File: config.mk
export PLATFORM = sky130hd
export DESIGN_NAME = riscv_noicache_pf
export DESIGN_NICKNAME = d
export VERILOG_FILES = /design/src/rtl/riscv_noicache_pf.sv
export SDC_FILE = /design/constraint.sdc
export NUM_CORES = 1
export LEC_CHECK = 0
export ABC_AREA = 1
export CAP_MARGIN = 5
export CELL_PAD_IN_SITES_DETAIL_PLACEMENT = 0
export CELL_PAD_IN_SITES_GLOBAL_PLACEMENT = 2
export CORE_MARGIN = 2
export CORE_UTILIZATION = 31
export CTS_CLUSTER_SIZE = 16
export DETAILED_ROUTE_END_ITERATION = 12
export GPL_TIMING_DRIVEN = 0
export MAX_ROUTING_LAYER = met4
export PLACE_DENSITY = 0.72
export SYNTH_ARGS = -nofsm -noshare
export SYNTH_HDL_FRONTEND = slang
export SYNTH_SLANG_ARGS = --single-unit
File: constraint.sdc
create_clock -name clk -period 4.1 [get_ports clk]
set_input_delay 0.615 -clock clk [delete_from_list [all_inputs] [get_ports clk]]
set_output_delay 0.615 -clock clk [all_outputs]
set_load 0.02 [all_outputs]
File: src/rtl/riscv_noicache_pf.sv
// riscv_noicache_pf: uncached instruction prefetcher between the IF stage and the BIU.
// Keeps up to MAX_OUTSTANDING single reads in flight and queues returned words in a circular FIFO.
module riscv_noicache_pf #(
    parameter int XLEN            = 32,
    parameter int PHYS_ADDR_SIZE  = XLEN,
    parameter int PARCEL_SIZE     = 32,
    parameter int DEPTH           = 4,
    parameter int MAX_OUTSTANDING = 2
) (
    input  logic                      clk,
    input  logic                      rst,
    output logic                      if_stall_nxt_pc,
    input  logic                      if_stall,
    input  logic                      if_flush,
    input  logic [XLEN-1:0]           if_nxt_pc,
    output logic [XLEN-1:0]           if_parcel_pc,
    output logic [PARCEL_SIZE-1:0]    if_parcel,
    output logic                      if_parcel_valid,
    output logic                      if_parcel_misaligned,
    output logic                      if_parcel_error,
    input  logic                      dcflush_rdy,
    input  logic [1:0]                st_prv,
    output logic                      biu_stb,
    input  logic                      biu_stb_ack,
    output logic [PHYS_ADDR_SIZE-1:0] biu_adri,
    input  logic [PHYS_ADDR_SIZE-1:0] biu_adro,
    output logic [XLEN/8-1:0]         biu_be,
    output logic [2:0]                biu_type,
    output logic                      biu_we,
    input  logic [XLEN-1:0]           biu_do,
    input  logic                      biu_rack,
    input  logic                      biu_err,
    output logic                      biu_is_cacheable,
    output logic                      biu_is_instruction,
    output logic [1:0]                biu_prv
);
    localparam int PW = $clog2(DEPTH) + 1;
    localparam int AW = PW - 1;
    localparam int OW = $clog2(DEPTH + 1);
    localparam int SW = $clog2(XLEN / 32) + 1;
    localparam int EW = 1 + PHYS_ADDR_SIZE + XLEN;

    localparam logic [PW-1:0] PTR_ONE = PW'(1);
    localparam logic [OW-1:0] CNT_ONE = OW'(1);

    logic [EW-1:0]             r_mem [DEPTH];
    logic [PW-1:0]             r_wr_ptr;
    logic [PW-1:0]             r_rd_ptr;
    logic [OW-1:0]             r_outstanding;
    logic [OW-1:0]             r_discard;
    logic                      r_flush_dly;

    logic                      w_resp;
    logic                      w_issue;
    logic                      w_write;
    logic                      w_empty;
    logic [PW-1:0]             w_count;
    logic [PW:0]               w_credit;
    logic [EW-1:0]             w_head;
    logic                      w_head_err;
    logic [PHYS_ADDR_SIZE-1:0] w_head_adr;
    logic [XLEN-1:0]           w_head_dat;
    logic [SW-1:0]             w_sel;
    logic [XLEN+PARCEL_SIZE-1:0] w_dat_ext;

    // FIFO occupancy and the credit that bounds issue
    assign w_empty  = (r_wr_ptr == r_rd_ptr);
    assign w_count  = r_wr_ptr - r_rd_ptr;
    assign w_credit = (PW+1)'(r_outstanding) + (PW+1)'(w_count);

    assign w_resp  = biu_rack | biu_err;
    assign w_issue = biu_stb & biu_stb_ack;
    assign w_write = w_resp & (r_discard == '0) & ~if_flush;

    // Strobe is gated by rst so nothing leaves the block while reset is held
    assign biu_stb = ~rst & dcflush_rdy & ~if_flush & ~if_stall
                   & (r_outstanding < OW'(MAX_OUTSTANDING))
                   & (w_credit < (PW+1)'(DEPTH));

    assign if_stall_nxt_pc    = ~biu_stb | ~biu_stb_ack;
    assign biu_adri           = if_nxt_pc[PHYS_ADDR_SIZE-1:0];
    assign biu_is_cacheable   = ~if_nxt_pc[PHYS_ADDR_SIZE-1];
    assign biu_be             = '1;
    assign biu_type           = 3'h0;
    assign biu_we             = 1'b0;
    assign biu_is_instruction = 1'b1;
    assign biu_prv            = st_prv;

    assign w_head                               = r_mem[r_rd_ptr[AW-1:0]];
    assign {w_head_err, w_head_adr, w_head_dat} = w_head;

    assign if_parcel_valid      = dcflush_rdy & ~if_flush & ~r_flush_dly & ~if_stall & ~w_empty;
    assign if_parcel_pc         = XLEN'(w_head_adr);
    assign if_parcel_misaligned = |if_parcel_pc[1:0];
    assign if_parcel_error      = w_head_err;

    // Zero padding above the word keeps the halfword-indexed slice in range
    assign w_sel     = if_parcel_pc[SW:1];
    assign w_dat_ext = {{PARCEL_SIZE{1'b0}}, w_head_dat};
    assign if_parcel = PARCEL_SIZE'(w_dat_ext >> {w_sel, 4'b0000});

    always_ff @(posedge clk or posedge rst) begin
        if (rst) begin
            r_wr_ptr      <= '0;
            r_rd_ptr      <= '0;
            r_outstanding <= '0;
            r_discard     <= '0;
            r_flush_dly   <= 1'b0;
        end else begin
            r_flush_dly <= if_flush;

            if (w_issue && !w_resp) begin
                r_outstanding <= r_outstanding + CNT_ONE;
            end else if (!w_issue && w_resp) begin
                r_outstanding <= r_outstanding - CNT_ONE;
            end

            if (if_flush) begin
                // Every request still owed by the bus, minus one answered now, gets dropped
                r_rd_ptr  <= r_wr_ptr;
                r_discard <= (w_resp && r_outstanding != '0) ? r_outstanding - CNT_ONE
                                                             : r_outstanding;
            end else begin
                if (w_write) begin
                    r_wr_ptr <= r_wr_ptr + PTR_ONE;
                end
                if (if_parcel_valid) begin
                    r_rd_ptr <= r_rd_ptr + PTR_ONE;
                end
                if (w_resp && r_discard != '0) begin
                    r_discard <= r_discard - CNT_ONE;
                end
            end
        end
    end

    // NOTE: storage carries no reset; the pointers alone decide which entries are live.
    always_ff @(posedge clk) begin
        if (w_write) begin
            r_mem[r_wr_ptr[AW-1:0]] <= {biu_err, biu_adro, biu_do};
        end
    end

endmodule

# Word-level counts from Yosys, hierarchy flattened
# Memories as Yosys holds them, arrays and structs flattened.
# Index checks and enable logic that the tools add are counted.
dict set report op_classes {
  n_addsub 7
  mul 0
  div 0
  order_cmp 2
  n_eq_ne 1
  n_shift 1
  mux 9
  bitwise_logic 22
  n_reduce_logical 14
}
# operator n
set op_table {}
lappend op_table {{right shift 32 x 5 -> 32 bit} 1}
lappend op_table {{two-way mux 3 bit} 7}
lappend op_table {{bitwise AND 1 bit} 12}
lappend op_table {{adder 3 x 1 -> 3 bit, second input constant} 3}
lappend op_table {{NOT 1 bit} 8}
lappend op_table {{nonzero test 2 bit} 3}
lappend op_table {{nonzero test 3 bit} 2}
lappend op_table {{subtractor 3 x 1 -> 3 bit, second input constant} 2}
lappend op_table {{adder 3 x 3 -> 4 bit} 1}
lappend op_table {{logical AND 1 bit} 4}
lappend op_table {{< comparator 4 x 3 -> 1 bit, second input constant} 1}
lappend op_table {{equality test 3 bit} 1}
lappend op_table {{logical NOT 3 bit} 1}
lappend op_table {{< comparator 3 x 2 -> 1 bit, second input constant} 1}
lappend op_table {{subtractor 3 bit} 1}
lappend op_table {{logical NOT 1 bit} 2}
lappend op_table {{two-way mux 1 bit} 2}
lappend op_table {{OR 1 bit} 2}
lappend op_table {{AND reduction 2 bit} 1}
lappend op_table {{OR reduction 2 bit} 1}
dict set report word_totals {
  regBits 13
  latch_bits 0
  mem_bits_rw 260
  rom_bits 0
  out_inout_bits 113
  elab_cells 62
  n_memories 1
}
# memory depth width rd rd_ports_with_merged_regs wr line_no
set mem_list {}
lappend mem_list {r_mem 4 65 1 0 1 46} ;# logic [EW-1:0] r_mem [DEPTH];

# Depth between registers and ports, before layout
# Gate-level depths: netlist of the first run.
dict set report depth {
  word_depth 11
  ltp_mapped 18
}

# Worst setup path after synthesis of the first run
# OpenSTA, ideal clock, no wires.
dict set report synth_timing {
  path_type {input to register}
  start {input biu_rack}
  end {memory r_mem[3][0] (netlist bit) (enable)}
  setup_time_ps 490
  t_arrival_ps 3817
  path_slack_ps -207
  cell_stages 4
  path_buffers 0
  cell_sequence {inv_1 nand2_1 nand4_1 nor2_1}
}
dict set report synth_between {
  elab_chain_len 5
}
# item line_no
set synth_lines {}
lappend synth_lines {{start: declaration} 31} ;# input logic biu_rack,
lappend synth_lines {{OR 1 bit} 71} ;# assign w_resp = biu_rack | biu_err;
lappend synth_lines {{bitwise AND 1 bit (2 in a row)} 73} ;# assign w_write = w_resp & (r_discard == '0) & ~if_flush;
lappend synth_lines {{two-way mux 1 bit} 139} ;# if (w_write) begin
lappend synth_lines {{two-way mux 1 bit (implied by the code)} 140} ;# r_mem[r_wr_ptr[AW-1:0]] <= {biu_err, biu_adro, biu_do};
lappend synth_lines {{end: declaration} 46}
# Every way passes these cells.

# Worst setup path in the final report of the first run
dict set report layout_timing {
  start {register r_rd_ptr[1]}
  end {output if_stall_nxt_pc}
}
dict set report layout_between {
  elab_chain_len 6
}
# item line_no
set layout_lines {}
lappend layout_lines {{start: declaration} 48} ;# logic [PW-1:0] r_rd_ptr;
lappend layout_lines {{start signal: assignment} 120} ;# r_rd_ptr <= r_wr_ptr;
lappend layout_lines {{start signal: assignment} 128} ;# r_rd_ptr <= r_rd_ptr + PTR_ONE;
lappend layout_lines {{subtractor 3 bit} 68} ;# assign w_count = r_wr_ptr - r_rd_ptr;
lappend layout_lines {{adder 3 x 3 -> 4 bit} 69} ;# assign w_credit = (PW+1)'(r_outstanding) + (PW+1)'(w_count);
lappend layout_lines {{< comparator 4 x 3 -> 1 bit} 78} ;# & (w_credit < (PW+1)'(DEPTH));
lappend layout_lines {{bitwise AND 1 bit} 78}
lappend layout_lines {{NOT 1 bit} 80} ;# assign if_stall_nxt_pc = ~biu_stb | ~biu_stb_ack;
lappend layout_lines {{OR 1 bit} 80}
lappend layout_lines {{end: declaration} 12} ;# output logic if_stall_nxt_pc,
# Every way passes these cells.

==> results.md, run 1 <==
- Run status: complete, no violations
- Share of the synthesized area in the top cell type: between 60% and 70%
- Largest family of logic cells by synthesized area: simple AND/OR/NAND/NOR gates
- Fmax: 262 MHz
- Area growth syn-to-layout: 31.0%
- 1st-iter DRT viols: approximately 380
- Critical Path End Type: output port
- Post-Syn Area: ~12000 µm²
- Inserted Clock Buffers: 29
- Reg2Reg Depth: 17
- Yosys cell types: 26
- Min Clock Period, post-route: 3.82 ns
- Mapped Cells: between 900 and 1000
- Ports: 219
- Max-cap violation count: 0
- DR pass1 iterations: 5
- IO Port Bufs: 176
- CTS tree: yes
- Slew margin rel.: 51.5%
- Reg area: 8130 µm²
- Largest net degree at the start of global routing: 27
- Share of cells above drive strength 1: 10.3%
- Crit-path slowest cell: fa_2
- CP arrival: 3.21 ns
- R2r setup slk: 1.02 ns
- Starting Density: 31.5%
- Cell count after placement: approximately 1600
- Total Nets Final: 1315
- Placer Congestion: 0.753
- Row cnt: 70
- Multi-input gate area in the final layout: approximately 2600 µm²
- Setup repair after global routing missed its margin: no
- Overall Global Routing Usage: around 16%
- TritonCTS Sinks: 273
- Detailed-route wire length: roughly 30 mm
- Layout fillers: 3449
- DRC violations left: 0
- Final Non-Filler Cells: between 1500 and 2000
- Vias/cell: roughly 4.6
- Async SR Flop Fraction: 4.76%
- WL per Instance: 18.1 µm
- Util after Layout: 41.3%
- Worst path max stage delay: a little under 0.4 ns
- PD cells: 605 nW/µm²
- Vias in the first global route: 7356
- Max-slew violations: 0
- Sequential fraction of the synthesis area: 70.5%
- Worst VDD drop: approximately 0.36 mV
- Placed wire-length estimate: 20.8 mm
- Crit-path max FO: 11
- Crit path to: if_stall_nxt_pc
- CTS Hold Bufs: 0
- Crit Path Class: reg2out
- Synth Register Bits: 273
- Fin. Hold Viols: 0
- CP dominant cell by count: nand2_1
- Vias: ~7700
- Post-synth EDFFs: 260
- Number of synthesis warnings: 0
- Syn_area_per_cell: 12.0 µm²
- Synth Area in Adders: 1.80%
- First-pass GRT wire length: 44.7 mm
- H-tree depth: 1
- Nature of the critical path startpoint: flip-flop
- Slew @ Worst Pin: 0.726 ns
- Core area: 36600 µm²
- Mux share of post-synthesis cell area: 0%
- DIE AREA: 38800 µm²
- Final ANT Viol Nets: 0
- Pleak: 0.00563 µW
- CP Launch Point: r_rd_ptr[1]
- Clock Latency Late Sink: 0.55 ns
- Final Skew: approximately 0.024 ns
- Clk Tree Root Cell: clkbuf_16
- Required time of the critical path: about 3.5 ns
- Grt ovf: 0
- Final cycle utilization of the critical path: 93.3%
- Synth top area cells: edfxtp_1 (68%), nand2_1 (5.8%), o21ai_0 (3.8%)
- Initial antenna violation count: 2
- Synth Area in Simple Gates: 10.1%
- Xor and xnor area share after synthesis: 0.455%
- Synth area leader: edfxtp_1
- Die H: 197 µm
- Compound-gate portion of the synthesized area: 9.53%
- Worst Hold Class: in2async
- Critical R2R Launch: r_rd_ptr[1]
- Finish-stage setup viols: 0
- Clock Path Buffers: 3
- R2r endpoint: r_outstanding[2]
- Post-synth top flop: edfxtp_1
- Die width: 197 µm
- Worst-path clk slew: 0.06 ns
- CP cell instances: buf_6, clkinvlp_4, buf_6, buf_4, fa_2, xnor2_2, ha_1, nor2_1, nand2_1, nor3_1, nand2_1, inv_1, nand2_1, dlygate4sd2_1
==> flip-flops by register name (all words and copies together), names as in the netlist <==
name and count:
r_mem 260, r_discard 3, r_flush_dly 1, r_wr_ptr 3, r_outstanding 3, r_rd_ptr 3
==> worst min path at each step <==
stage	start	end	slack (ns)
after floorplan	rst	r_discard[0]	0.49
after global placement	r_discard[1]	r_discard[1]	0.52
after detailed placement	r_discard[1]	r_discard[1]	0.53
after CTS	rst	r_outstanding[1]	0.48
after global routing	rst	r_outstanding[1]	0.53
final	rst	r_outstanding[1]	0.47
==> cells by family after synthesis <==
group                    after synthesis
AND/OR/NAND/NOR                      304
flip-flops                           273
AO/OA/AOI/OAI                        188
buffers and inverters                174
adder cells (fa/ha/maj)               16
XOR/XNOR                               6
other                                  2
==> area by class of cell <==
cell class	count	share of cell area [%]
flip-flops and latches	273	53.8
clock buffers	37	5.00
diodes	2	0.0331
inverters	84	2.13
well taps	468	3.87
repair buffers	192	13.6
multi-input cells	523	17.2
clock inverters	11	0.538
plain buffers	90	3.76
==> report_power, final <==
| group | internal (µW) | total, µW | switching [µW] |
|---|---|---|---|
| combinational | 1340 | 3440 | 2090 |
| clock | 1350 | 2340 | 995 |
| sequential | 3270 | 3370 | 99.6 |
| total | 5960 | 9150 | 3190 |
==> layout by cell type (no fill, tap or decap), drive strengths merged, types with 2 or more instances in the layout <==
master	netlist	routed
edfxtp	260	260
nand2	178	178
clkdlybuf4s50	0	174
nor2	110	110
o21ai	90	90
inv	84	84
buf	67	83
clkbuf	23	60
o211ai	48	48
o22ai	31	31
a21oi	19	19
ha	15	15
nand3	14	14
dfrtp	13	13
conb	2	9
clkinv	0	8
xor2	3	3
xnor2	3	3
diode	0	2
clkinvlp	0	2
dlygate4sd2	0	2
==> cell usage after synthesis (all sizes together) (13+ instances only) <==
cell,count
edfxtp,260
nand2,178
nor2,110
o21ai,90
inv,84
buf,67
o211ai,48
o22ai,31
clkbuf,23
a21oi,19
ha,15
nand3,14
dfrtp,13
==> metal layers <==
metal / vias up / part of all wire (%) / global-route usage, %
met5: - / 0 / -
met4: 0 / 1.7 / 2.90
met3: 43 / 5.8 / 2.55
met2: 221 / 48 / 26.2
met1: 3651 / 45 / 20.6
li1: 3771 / - / -
==> worst max-delay path, delay by kind of cell, from the launching register on <==
kind,cells,cell delay (ns)
buf+inv,6,1.05
fa+ha+maj,2,0.66
simple gates,5,0.40
flops,1,0.38
xor+xnor,1,0.15
==> stage by stage <==
| step | TNS [ns] | cell area (µm²) | hold slack, ns | worst slack, ns | power (µW) |
|---|---|---|---|---|---|
| floorplan | -39.56 | 11600 | 0.492 | -0.203 | 5290 |
| global placement | -806.75 | 13900 | 0.522 | -3.73 | 6830 |
| detailed placement | 0 | 14200 | 0.531 | 0.158 | 6870 |
| CTS | 0 | 15100 | 0.483 | 0.0293 | 9230 |
| global route | 0 | 15100 | 0.525 | 0.0270 | 9670 |
| finish | 0 | 15100 | 0.474 | 0.277 | 9150 |
==> repair_timing <==
item	4_1_cts	5_1_grt
endpoints found under the setup margin	2	2
buffers inserted	0	5
pin swaps	0	0
gates resized for setup	5	5
No activity file was read; power rests on OpenSTA's default activity.
==> run 2: changes to the inputs <==
--- a/config.mk
+++ b/config.mk
@@ -6,7 +6,7 @@
 export NUM_CORES = 1
 export LEC_CHECK = 0
 export ABC_AREA = 1
-export CAP_MARGIN = 5
+export CAP_MARGIN = 20
 export CELL_PAD_IN_SITES_DETAIL_PLACEMENT = 0
 export CELL_PAD_IN_SITES_GLOBAL_PLACEMENT = 2
 export CORE_MARGIN = 2
@@ -15,7 +15,7 @@
 export DETAILED_ROUTE_END_ITERATION = 12
 export GPL_TIMING_DRIVEN = 0
 export MAX_ROUTING_LAYER = met4
-export PLACE_DENSITY = 0.72
+export PLACE_DENSITY = 0.85
 export SYNTH_ARGS = -nofsm -noshare
 export SYNTH_HDL_FRONTEND = slang
 export SYNTH_SLANG_ARGS = --single-unit
==> run 2 against run 1 <==
Net effect:
- utilization increased by 0.27 points
- largest power group is now registers
- worst setup slack improved by 0.018 ns
- highest routed layer unchanged
- clock skew decreased by 0.012 ns
- first-iteration DRC count increased by 13%
- cell count unchanged
- critical path depth decreased by 8
==> results.md, run 2 (synthesis results as in run 1) <==
- Top Layer Used: met4
- Placed wire-length estimate: 20.6 mm
- Placer Congestion: 0.763
- Fin. Hold Viols: 0
- Util after Layout: 41.6%
- Area growth syn-to-layout: 31.8%
- Largest register FFs: 260
- Met3 wire length: ~1.9 mm
- Most common cell after layout, fill and taps aside: edfxtp_1
- Pint: ~6300 µW
- Final Skew: between 0.01 and 0.015 ns
- M1 WL: approximately 13 mm
- Switching pwr: 3240 µW
- Total Nets Final: 1308
- 1st-iter DRT viols: 433
- Final cycle utilization of the critical path: 92.8%
- Worst path bufs/invs: 4
- Cell count after placement: 1623
- Clock Latency Late Sink: 0.55 ns
- Critical Path End Type: output port
- Max-slew violations: 0
- Vias: just under 8000
- Crit-path slowest cell: clkdlybuf4s50_1
- Post-CTS setup repair buffer count: 0
- Worst path max stage delay: 0.66 ns
- IO Port Bufs: 176
- Layout fillers: 3432
- Vias/cell: between 4 and 5
- Run status: complete, no violations
- DIE AREA: 38800 µm²
- Final Non-Filler Cells: between 1500 and 2000
- Nature of the critical path startpoint: flip-flop
- Worst VDD drop: 0.416 mV
- Slew @ Worst Pin: 0.947 ns
- Clk Tree Root Cell: clkbuf_16
- Setup repair after global routing missed its margin: no
- R2r setup slk: approximately 1.1 ns
- Core area: 36600 µm²
- Largest net degree at the start of global routing: 27
- DRC violations left: 0
- Clock Path Buffers: 3
- Seq pwr share: 35.3%
- Crit Path Class: reg2out
- Commonest non-fill, non-tap cells in the layout: edfxtp_1 (260), nand2_1 (177), clkdlybuf4s50_1 (174)
- Worst Hold Class: in2async
- Total chip power: approximately 9500 µW
- Inserted Clock Buffers: 30
- Required time of the critical path: 3.48 ns
- First-pass GRT wire length: 44.4 mm
- Multi-input gate area in the final layout: between 2000 and 3000 µm²
- Worst-path clk slew: roughly 0.060 ns
- CP arrival: 3.19 ns
- Fmax: 263 MHz
- Share of cells above drive strength 1: a little over a tenth
- CTS Hold Bufs: 0
- Detailed-route wire length: 29.8 mm
- WL per Instance: between 15 and 20 µm
- Vias in the first global route: approximately 7700
- Slew margin rel.: 36.7%
- Clk pwr share: 29.5%
- Row cnt: 70
- Crit-path max FO: 10
- CTS tree: yes
- Final ANT Viol Nets: 0
- Pleak: 0.00567 µW
- Reg area: 8130 µm²
- TritonCTS Sinks: 273
- Overall Global Routing Usage: 15.6%
- WL met2: approximately 14 mm
- Die H: between 150 and 200 µm
- PD cells: 626 nW/µm²
- Sw Share: between 30% and 40%
- Min Clock Period, post-route: 3.81 ns
- Max-cap violation count: 0
- CP cell instances: inv_2, buf_2, clkbuf_1, o21ai_0, o22ai_1, clkdlybuf4s50_1
- Post_cts resized: 5
- Finish-stage setup viols: 0
- Cell family with most CP delay: buffers and inverters
- H-tree depth: 1
- Die width: 197 µm
- DR pass1 iterations: 4
- Grt ovf: 0
- Starting Density: about a third
- Combinational power share: 35.1%
- Ports: 219
- Initial antenna violation count: 2
run 2: worst reg2reg max path: stages, from the launching register on:
cell and delay (ns):
dfrtp_1 0.39, buf_6 0.19, inv_1 0.12, buf_4 0.25, fa_1 0.44, xnor2_1 0.18, ha_1 0.25, nor2_1 0.08
nand2_1 0.05, nor3_1 0.12, nand2_1 0.11, nor2_1 0.12, ha_1 0.29, inv_1 0.08, o21ai_0 0.08, nand2_1 0.06
nand2_1 0.05
run 2: per-stage QoR:
stage	TNS [ns]	area [µm²]	worst slack, ns	hold WS (ns)
3_5_place_dp	0	14100	0.203	0.534
6_report	0	15200	0.294	0.480
4_1_cts	0	15200	0.0858	0.483
5_1_grt	0	15200	0.109	0.514
2_1_floorplan	-39.56	11600	-0.203	0.492
3_3_place_gp	-759.30	13900	-3.48	0.515
run 2: final timing paths:
kind,from,to,depth (start not counted)
worst min-delay path,rst,r_discard[2],2
worst max-delay path,r_rd_ptr[0],if_parcel_pc[7],6
max in group asynchronous,rst,r_rd_ptr[0],2
min in group clk,r_discard[1],r_discard[1],2
worst min register to register,r_discard[1],r_discard[1],2
worst max register to register,r_rd_ptr[1],r_outstanding[2],16
run 2: area by class of cell:
type | count | share of cell area [%]
sequential | 273 | 53.5
multi-input combinational | 523 | 17.1
timing repair buffer | 185 | 12.8
clock buffer | 39 | 5.63
tap | 468 | 3.85
buffer | 89 | 3.66
inverter | 84 | 2.09
clock inverter | 17 | 1.38
antenna | 2 | 0.0329
run 2: power by group through the flow:
| stage | registers [µW] | logic, µW | clock network [µW] |
|---|---|---|---|
| 2_1_floorplan | 3410 | 1880 | 0 |
| 3_3_place_gp | 3450 | 3330 | 0 |
| 3_5_place_dp | 3420 | 3390 | 0 |
| 4_1_cts | 3370 | 3410 | 2880 |
| 5_1_grt | 3380 | 3690 | 2990 |
| 6_report | 3370 | 3350 | 2810 |
run 2: metal layers:
metal	up-vias	track usage [%]
met2	233	26.0
met3	36	3.06
met1	3698	19.7
met4	0	3.56
met5	-	-
li1	3764	-
